===== src/rtl/hm_pkg.sv =====
// Shared FSM state type and beat/word count helpers for the homomorphic multiply controller.
package hm_pkg;

  typedef enum logic [1:0] {
    IDLE   = 2'd0,
    LOAD_A = 2'd1,
    LOAD_B = 2'd2,
    DRAIN  = 2'd3
  } hm_state_e;

  // Load beats per ciphertext: ceil((dimension+1)/parallel)
  function automatic int nb_f(input int dimension, input int parallel);
    return (dimension + parallel) / parallel;
  endfunction

  function automatic int rw_f(input int dimension);
    return 2 * dimension + 1;
  endfunction

  function automatic int rb_f(input int dimension, input int parallel);
    return (rw_f(dimension) + parallel - 1) / parallel;
  endfunction

endpackage


===== src/rtl/hm_result_fifo.sv =====
// Two-entry result FIFO between the multiplier and the result stream.
// Simultaneous push and pop are accepted even when full; flush empties it at once.
module hm_result_fifo #(
  parameter int WIDTH = 42
) (
  input  logic             clk,
  input  logic             rst,
  input  logic             flush,
  input  logic             push,
  input  logic [WIDTH-1:0] push_data,
  input  logic             pop,
  output logic [WIDTH-1:0] head,
  output logic             not_empty,
  output logic [1:0]       count
);

  logic [WIDTH-1:0] mem_q [2];
  logic [WIDTH-1:0] mem_d [2];
  logic             wr_ptr_q, wr_ptr_d;
  logic             rd_ptr_q, rd_ptr_d;
  logic [1:0]       count_q, count_d;
  logic             push_ok, pop_ok;

  always_comb begin
    pop_ok   = pop && (count_q != 2'd0);
    push_ok  = push && ((count_q != 2'd2) || pop_ok);
    mem_d    = mem_q;
    wr_ptr_d = wr_ptr_q;
    rd_ptr_d = rd_ptr_q;
    count_d  = count_q;
    if (flush) begin
      mem_d[0] = '0;
      mem_d[1] = '0;
      wr_ptr_d = 1'b0;
      rd_ptr_d = 1'b0;
      count_d  = 2'd0;
    end else begin
      if (push_ok) begin
        mem_d[wr_ptr_q] = push_data;
        wr_ptr_d        = ~wr_ptr_q;
      end
      if (pop_ok) begin
        rd_ptr_d = ~rd_ptr_q;
      end
      case ({push_ok, pop_ok})
        2'b10:   count_d = count_q + 2'd1;
        2'b01:   count_d = count_q - 2'd1;
        default: count_d = count_q;
      endcase
    end
  end

  always_ff @(posedge clk) begin
    if (rst) begin
      mem_q[0] <= '0;
      mem_q[1] <= '0;
      wr_ptr_q <= 1'b0;
      rd_ptr_q <= 1'b0;
      count_q  <= 2'd0;
    end else begin
      mem_q    <= mem_d;
      wr_ptr_q <= wr_ptr_d;
      rd_ptr_q <= rd_ptr_d;
      count_q  <= count_d;
    end
  end

  assign head      = mem_q[rd_ptr_q];
  assign not_empty = (count_q != 2'd0);
  assign count     = count_q;

endmodule


===== src/rtl/homomorphic_multiply_ctrl.sv =====
// Sequences operand loads into the homomorphic multiplier and streams its partial results out.
// Optional HM_CTRL_ABORT_EN adds an abort input that drops the current job without a done pulse.
//
// state  | meaning
// IDLE   | waiting for start
// LOAD_A | accepting ciphertext 1 beats, no results produced
// LOAD_B | accepting ciphertext 2 beats, each issue yields a result
// DRAIN  | issuing remaining result rows and emptying the FIFO
module homomorphic_multiply_ctrl
  import hm_pkg::*;
#(
  parameter int DIMENSION        = 3,
  parameter int DIM_WIDTH        = 2,
  parameter int CIPHERTEXT_WIDTH = 21,
  parameter int PARALLEL         = 2
) (
  input  logic                                 clk,
  input  logic                                 rst,
`ifdef HM_CTRL_ABORT_EN
  input  logic                                 abort,
`endif
  input  logic                                 start,
  output logic                                 busy,
  output logic                                 done,
  input  logic [PARALLEL*CIPHERTEXT_WIDTH-1:0] in_data,
  input  logic                                 in_valid,
  output logic                                 in_ready,
  output logic [PARALLEL*CIPHERTEXT_WIDTH-1:0] out_data,
  output logic [PARALLEL-1:0]                  out_keep,
  output logic                                 out_last,
  output logic                                 out_valid,
  input  logic                                 out_ready,
  output logic [PARALLEL*CIPHERTEXT_WIDTH-1:0] hm_op1,
  output logic [DIM_WIDTH:0]                   hm_row,
  output logic                                 hm_ciphertext_select,
  output logic                                 hm_en,
  input  logic [PARALLEL*CIPHERTEXT_WIDTH-1:0] hm_result
);

  localparam int DW         = PARALLEL * CIPHERTEXT_WIDTH;
  localparam int ROW_W      = DIM_WIDTH + 1;
  localparam int NB         = nb_f(DIMENSION, PARALLEL);
  localparam int RW         = rw_f(DIMENSION);
  localparam int RB         = rb_f(DIMENSION, PARALLEL);
  localparam int CNT_W      = $clog2(RB + 1);
  localparam int LAST_LANES = RW - (RB - 1) * PARALLEL;
  localparam logic [PARALLEL-1:0] LAST_KEEP = {PARALLEL{1'b1}} >> (PARALLEL - LAST_LANES);

  localparam logic [CNT_W-1:0] NB_LAST = CNT_W'(NB - 1);
  localparam logic [CNT_W-1:0] NB_CNT  = CNT_W'(NB);
  localparam logic [CNT_W-1:0] RB_CNT  = CNT_W'(RB);
  localparam logic [CNT_W-1:0] RB_LAST = CNT_W'(RB - 1);

  hm_state_e        state_q, state_d;
  logic [CNT_W-1:0] beat_q, beat_d;
  logic [CNT_W-1:0] out_cnt_q, out_cnt_d;
  logic             inflight_q, inflight_d;
  logic             done_q, done_d;

  logic             abort_hit;
  logic             in_ready_c;
  logic             issue, result_issue, issue_sel;
  logic [DW-1:0]    issue_op;
  logic [1:0]       fifo_count;
  logic             fifo_ne;
  logic [DW-1:0]    fifo_head;
  logic             credit_ok;
  logic             pop;

`ifdef HM_CTRL_ABORT_EN
  assign abort_hit = abort && (state_q != IDLE);
`else
  assign abort_hit = 1'b0;
`endif

  // The FIFO slot for an in-flight result is reserved at issue time.
  assign credit_ok = (fifo_count + {1'b0, inflight_q}) < 2'd2;
  assign pop       = fifo_ne && out_ready;

  always_comb begin
    state_d      = state_q;
    beat_d       = beat_q;
    out_cnt_d    = out_cnt_q;
    done_d       = 1'b0;
    in_ready_c   = 1'b0;
    issue        = 1'b0;
    result_issue = 1'b0;
    issue_sel    = 1'b0;
    issue_op     = '0;
    if (pop) begin
      out_cnt_d = out_cnt_q + CNT_W'(1);
    end
    unique case (state_q)
      IDLE: begin
        if (start) begin
          state_d   = LOAD_A;
          beat_d    = '0;
          out_cnt_d = '0;
        end
      end
      LOAD_A: begin
        in_ready_c = 1'b1;
        if (in_valid) begin
          issue    = 1'b1;
          issue_op = in_data;
          if (beat_q == NB_LAST) begin
            state_d = LOAD_B;
            beat_d  = '0;
          end else begin
            beat_d = beat_q + CNT_W'(1);
          end
        end
      end
      LOAD_B: begin
        in_ready_c = credit_ok;
        if (in_valid && credit_ok) begin
          issue        = 1'b1;
          result_issue = 1'b1;
          issue_sel    = 1'b1;
          issue_op     = in_data;
          if (beat_q == NB_LAST) begin
            state_d = DRAIN;
            beat_d  = NB_CNT;
          end else begin
            beat_d = beat_q + CNT_W'(1);
          end
        end
      end
      DRAIN: begin
        if ((beat_q < RB_CNT) && credit_ok) begin
          issue        = 1'b1;
          result_issue = 1'b1;
          beat_d       = beat_q + CNT_W'(1);
        end
        if (pop && (out_cnt_q == RB_LAST)) begin
          state_d = IDLE;
          done_d  = 1'b1;
        end
      end
      default: state_d = IDLE;
    endcase
    inflight_d = result_issue;
    if (abort_hit) begin
      state_d    = IDLE;
      beat_d     = '0;
      out_cnt_d  = '0;
      inflight_d = 1'b0;
      done_d     = 1'b0;
    end
  end

  always_ff @(posedge clk) begin
    if (rst) begin
      state_q    <= IDLE;
      beat_q     <= '0;
      out_cnt_q  <= '0;
      inflight_q <= 1'b0;
      done_q     <= 1'b0;
    end else begin
      state_q    <= state_d;
      beat_q     <= beat_d;
      out_cnt_q  <= out_cnt_d;
      inflight_q <= inflight_d;
      done_q     <= done_d;
    end
  end

  hm_result_fifo #(
    .WIDTH(DW)
  ) u_fifo (
    .clk      (clk),
    .rst      (rst),
    .flush    (abort_hit),
    .push     (inflight_q),
    .push_data(hm_result),
    .pop      (pop),
    .head     (fifo_head),
    .not_empty(fifo_ne),
    .count    (fifo_count)
  );

  assign busy                 = (state_q != IDLE);
  assign done                 = done_q;
  assign in_ready             = in_ready_c;
  assign hm_en                = issue;
  assign hm_op1               = issue_op;
  assign hm_ciphertext_select = issue_sel;
  assign hm_row               = issue ? ROW_W'(int'(beat_q) * PARALLEL) : '0;

  assign out_valid = fifo_ne;
  assign out_data  = fifo_ne ? fifo_head : '0;
  assign out_last  = fifo_ne && (out_cnt_q == RB_LAST);
  assign out_keep  = !fifo_ne ? '0 : ((out_cnt_q == RB_LAST) ? LAST_KEEP : {PARALLEL{1'b1}});

endmodule


===== config.mk =====
export PLATFORM = sky130hd
export DESIGN_NAME = homomorphic_multiply_ctrl
export DESIGN_NICKNAME = d
export VERILOG_FILES = /design/src/rtl/hm_pkg.sv /design/src/rtl/hm_result_fifo.sv /design/src/rtl/homomorphic_multiply_ctrl.sv
export SDC_FILE = /design/constraint.sdc
export NUM_CORES = 1
export LEC_CHECK = 0
export CAP_MARGIN = 5
export CORE_MARGIN = 4
export CORE_UTILIZATION = 40
export DETAILED_ROUTE_END_ITERATION = 16
export GPL_TIMING_DRIVEN = 0
export PLACE_DENSITY = 0.74
export REMOVE_ABC_BUFFERS = 1
export SETUP_SLACK_MARGIN = 0.1
export SLEW_MARGIN = 20
export SYNTH_ARGS = -nofsm -noshare
export SYNTH_HDL_FRONTEND = slang
export SYNTH_SLANG_ARGS = --single-unit

===== constraint.sdc =====
create_clock -name clk -period 6.1 [get_ports clk]
set_clock_uncertainty 0.2 [all_clocks]
set_input_delay 0.915 -clock clk [delete_from_list [all_inputs] [get_ports clk]]
set_output_delay 0.915 -clock clk [all_outputs]
set_load 0.005 [all_outputs]

==> impl_metrics.env <==
export IMPL_status="complete, no violations"
export IMPL_power_leakage_nw=2.35
export IMPL_path_class="in -> out"
export IMPL_reg2reg_to="u_fifo.mem_q[3]"
export IMPL_cts_setup_buffers=0
export IMPL_syn_inst=624
export IMPL_cts_resized=0
export IMPL_diodes=0
export IMPL_dp_cells=919
export IMPL_synth_seq_cells=98
export IMPL_synthTopCellsByCount="178 x nand2_1, 98 x dfxtp_1, 89 x a21oi_1"
export IMPL_placed_area_um2=6760
export IMPL_cts_hold_buffers=0
export IMPL_numCtsBuffers=9
export IMPL_cts_clk_slew_worst_paths_ns=0.06
export IMPL_hold_class="reg -> reg"
export IMPL_grt_ovfl_total=0
export IMPL_setup_viol=0
export IMPL_die_width_um=117
export IMPL_crit_chain="clkdlybuf4s50_1 -> clkinv_1 -> nor3b_4 -> buf_8 -> and2_1 -> clkdlybuf4s50_1"
export IMPL_whs_path_depth=2
export IMPL_drv_slew=0
export IMPL_h_tree_depth=3
export IMPL_yosysMostFrequentCell="nand2_1"
export IMPL_coreArea_um2=11500
export IMPL_crit_path_end_kind="primary output"
export IMPL_netlist_top_cells_area="dfxtp_1 42%, nand2_1 14%, a21oi_1 9.4%"
export IMPL_setup_ws_ns=2.03
export IMPL_start_kind="input port"
export IMPL_grt_start_max_net_pins=63
export IMPL_cpPeakStageDelay_ns=0.53
export IMPL_vdd_ir_drop_max_mv=0.221
export IMPL_antenna_left=0
export IMPL_crit_family="buffers and inverters"
export IMPL_clock_sinks=98
export IMPL_fmax_ghz=0.246
export IMPL_crit_fanout=32
export IMPL_fin_cells=936
export IMPL_cts_root_buf="clkbuf_16"
export IMPL_ys_flop_type="dfxtp_1"
export IMPL_die_area_um2=13600
export IMPL_dp_worst_setup_slack_ns=1.69
export IMPL_drc=0
export IMPL_whs_endpoint="u_fifo.mem_q[50]"
export IMPL_syn2layout_area_growth_pct=50.6
export IMPL_rsz0062_at_grt="false"
export IMPL_drt_iter0_drc=384
export IMPL_hp_start="u_fifo.mem_q[50]"
export IMPL_fp_dieH_um=117
export IMPL_firstDrtPassIters=5
export IMPL_track_usage_pct=20.1
export IMPL_fillers=995
export IMPL_worstPathArrival_ns=2.95
export IMPL_drv_cap=0
export IMPL_rrSetupSlack_ns=3.76
export IMPL_start_util_pct=41.1
export IMPL_worstRegToRegCells=5
export IMPL_synthArstFlopShare_pct=0
export IMPL_avgRoutedWirePerCell_um=14.8
export IMPL_vias_per_cell=5.14
export IMPL_fp_row_count=39
export IMPL_drive_gt1_share_pct=5.42
export IMPL_tightest_slew_ns=0.688
export IMPL_path_common_cell="clkdlybuf4s50_1"
export IMPL_min_period_ns=4.07
export IMPL_antenna_found_initial=0
export IMPL_relSlewSlack_pct=54.0
export IMPL_cts_buffer_depth=2
export IMPL_synthesis_area_um2=4720
export IMPL_grt_pass1_wl_um=22000
export IMPL_cp_slowest_cell="clkdlybuf4s50_1"
export IMPL_hold_viol=0
export IMPL_r2r_start="u_fifo.count[1]"
export IMPL_synth_top_area_share_pct=41.6
export IMPL_synth_top_area_cell="dfxtp_1"
export IMPL_hpwlAfterDp_um=10200
export IMPL_cts_tree="built"
export IMPL_whs_ns=0.255
export IMPL_routed_wl_um=13900
export IMPL_stdcell_area_um2=7110
export IMPL_synth_cell_types=44
export IMPL_worstSkewPairLatency_ns=0.34
export IMPL_grt_pass1_vias=4652
export IMPL_final_period_utilization_pct=66.7
export IMPL_ioPinCount=185
export IMPL_vias=4813
export IMPL_syn_area_per_cell_um2=7.56
export IMPL_worst_path_buf_inv=4
export IMPL_power_mw=1.85
export IMPL_synth_edf_count=0
export IMPL_finalWeightedCongestion=0.847
export IMPL_io_buffers=183
export IMPL_synth_seq_area_share_pct=41.6
export IMPL_layout_nets=886
export IMPL_yosys_warnings=0
export IMPL_power_density_nw_per_um2=261
export IMPL_cp_required_ns=4.98
cell usage in the layout, fill, tap and decap left out, types with 2 or more instances in the layout:
cell,count
a211oi_1,3
buf_4,6
o31a_1,3
clkbuf_16,10
nand2b_1,3
nand3_1,2
ha_1,9
mux2i_1,44
inv_1,12
o21ai_0,2
a21oi_1,89
buf_16,2
buf_6,6
nor2_1,55
a2bb2oi_1,2
nand2_1,178
nor3_1,3
buf_12,2
dfxtp_1,97
nor3b_1,3
xor2_1,2
and2_1,43
clkdlybuf4s50_1,182
clkinvlp_4,2
clkbuf_8,2
buf_8,2
stage by stage:
stage                     TNS (ns)  utilization (%)
final                            0             62.0
after global routing             0             62.0
after CTS                        0             61.9
after detailed placement         0             59.0
after global placement      -29.46             56.9
after floorplan                  0                -
registers in the layout (all words and copies together), names as in the netlist:
register,flops
beat_q,3
done,1
inflight_q,1
out_cnt_q,3
state_q,2
u_fifo.count,2
u_fifo.mem_q,84
u_fifo.rd_ptr_q,1
u_fifo.wr_ptr_q,1
metal layers:
| layer | GRT usage (%) | part of all wire [%] | vias up |
|---|---|---|---|
| li1 | - | - | 2354 |
| met1 | 23.8 | 41 | 2259 |
| met2 | 35.6 | 50 | 187 |
| met3 | 5.80 | 8.6 | 13 |
| met4 | 5.12 | 0.82 | 0 |
| met5 | 0 | 0 | - |
power breakdown:
group / internal [mW] / switching [mW]
sequential: 0.677 / 0.0280
combinational: 0.276 / 0.259
clock: 0.367 / 0.246
total: 1.32 / 0.534
layout make-up:
type | instances | area, µm² | share of cell area [%]
flip-flops and latches | 98 | 1970 | 27.7
inverters | 14 | 52.6 | 0.739
well taps | 143 | 179 | 2.52
clock buffers | 12 | 278 | 3.91
clock inverters | 4 | 53.8 | 0.757
multi-input cells | 465 | 2520 | 35.5
repair buffers | 200 | 2060 | 29.0
worst max path at each step:
stage                                 end  cells past startpoint  slack, ns       from
after floorplan           u_fifo.mem_q[0]                      4       2.28  out_ready
after global placement    u_fifo.mem_q[1]                      5      -0.56  out_ready
after detailed placement       hm_op1[15]                      5       1.69   in_valid
after CTS                      hm_op1[15]                      5       1.68   in_valid
after global routing           hm_op1[22]                      6       1.93   in_valid
final                          hm_op1[31]                      6       2.03   in_valid
worst min-delay path, cell delays in order (launching register included):
cell	delay, ns
dfxtp_1	0.31
nand2_1	0.05
a21oi_1	0.05
cells by family after synthesis:
group / share of synthesized area [%]
buffers and inverters: 5.54
and+or+nand+nor: 27.2
xor gates and xnor gates: 0.371
muxes: 9.33
other: 0.0795
adders and majority gates: 2.39
DFF: 41.6
AOI/OAI and AO/OA: 13.5
(Power assumes the default switching activity.)
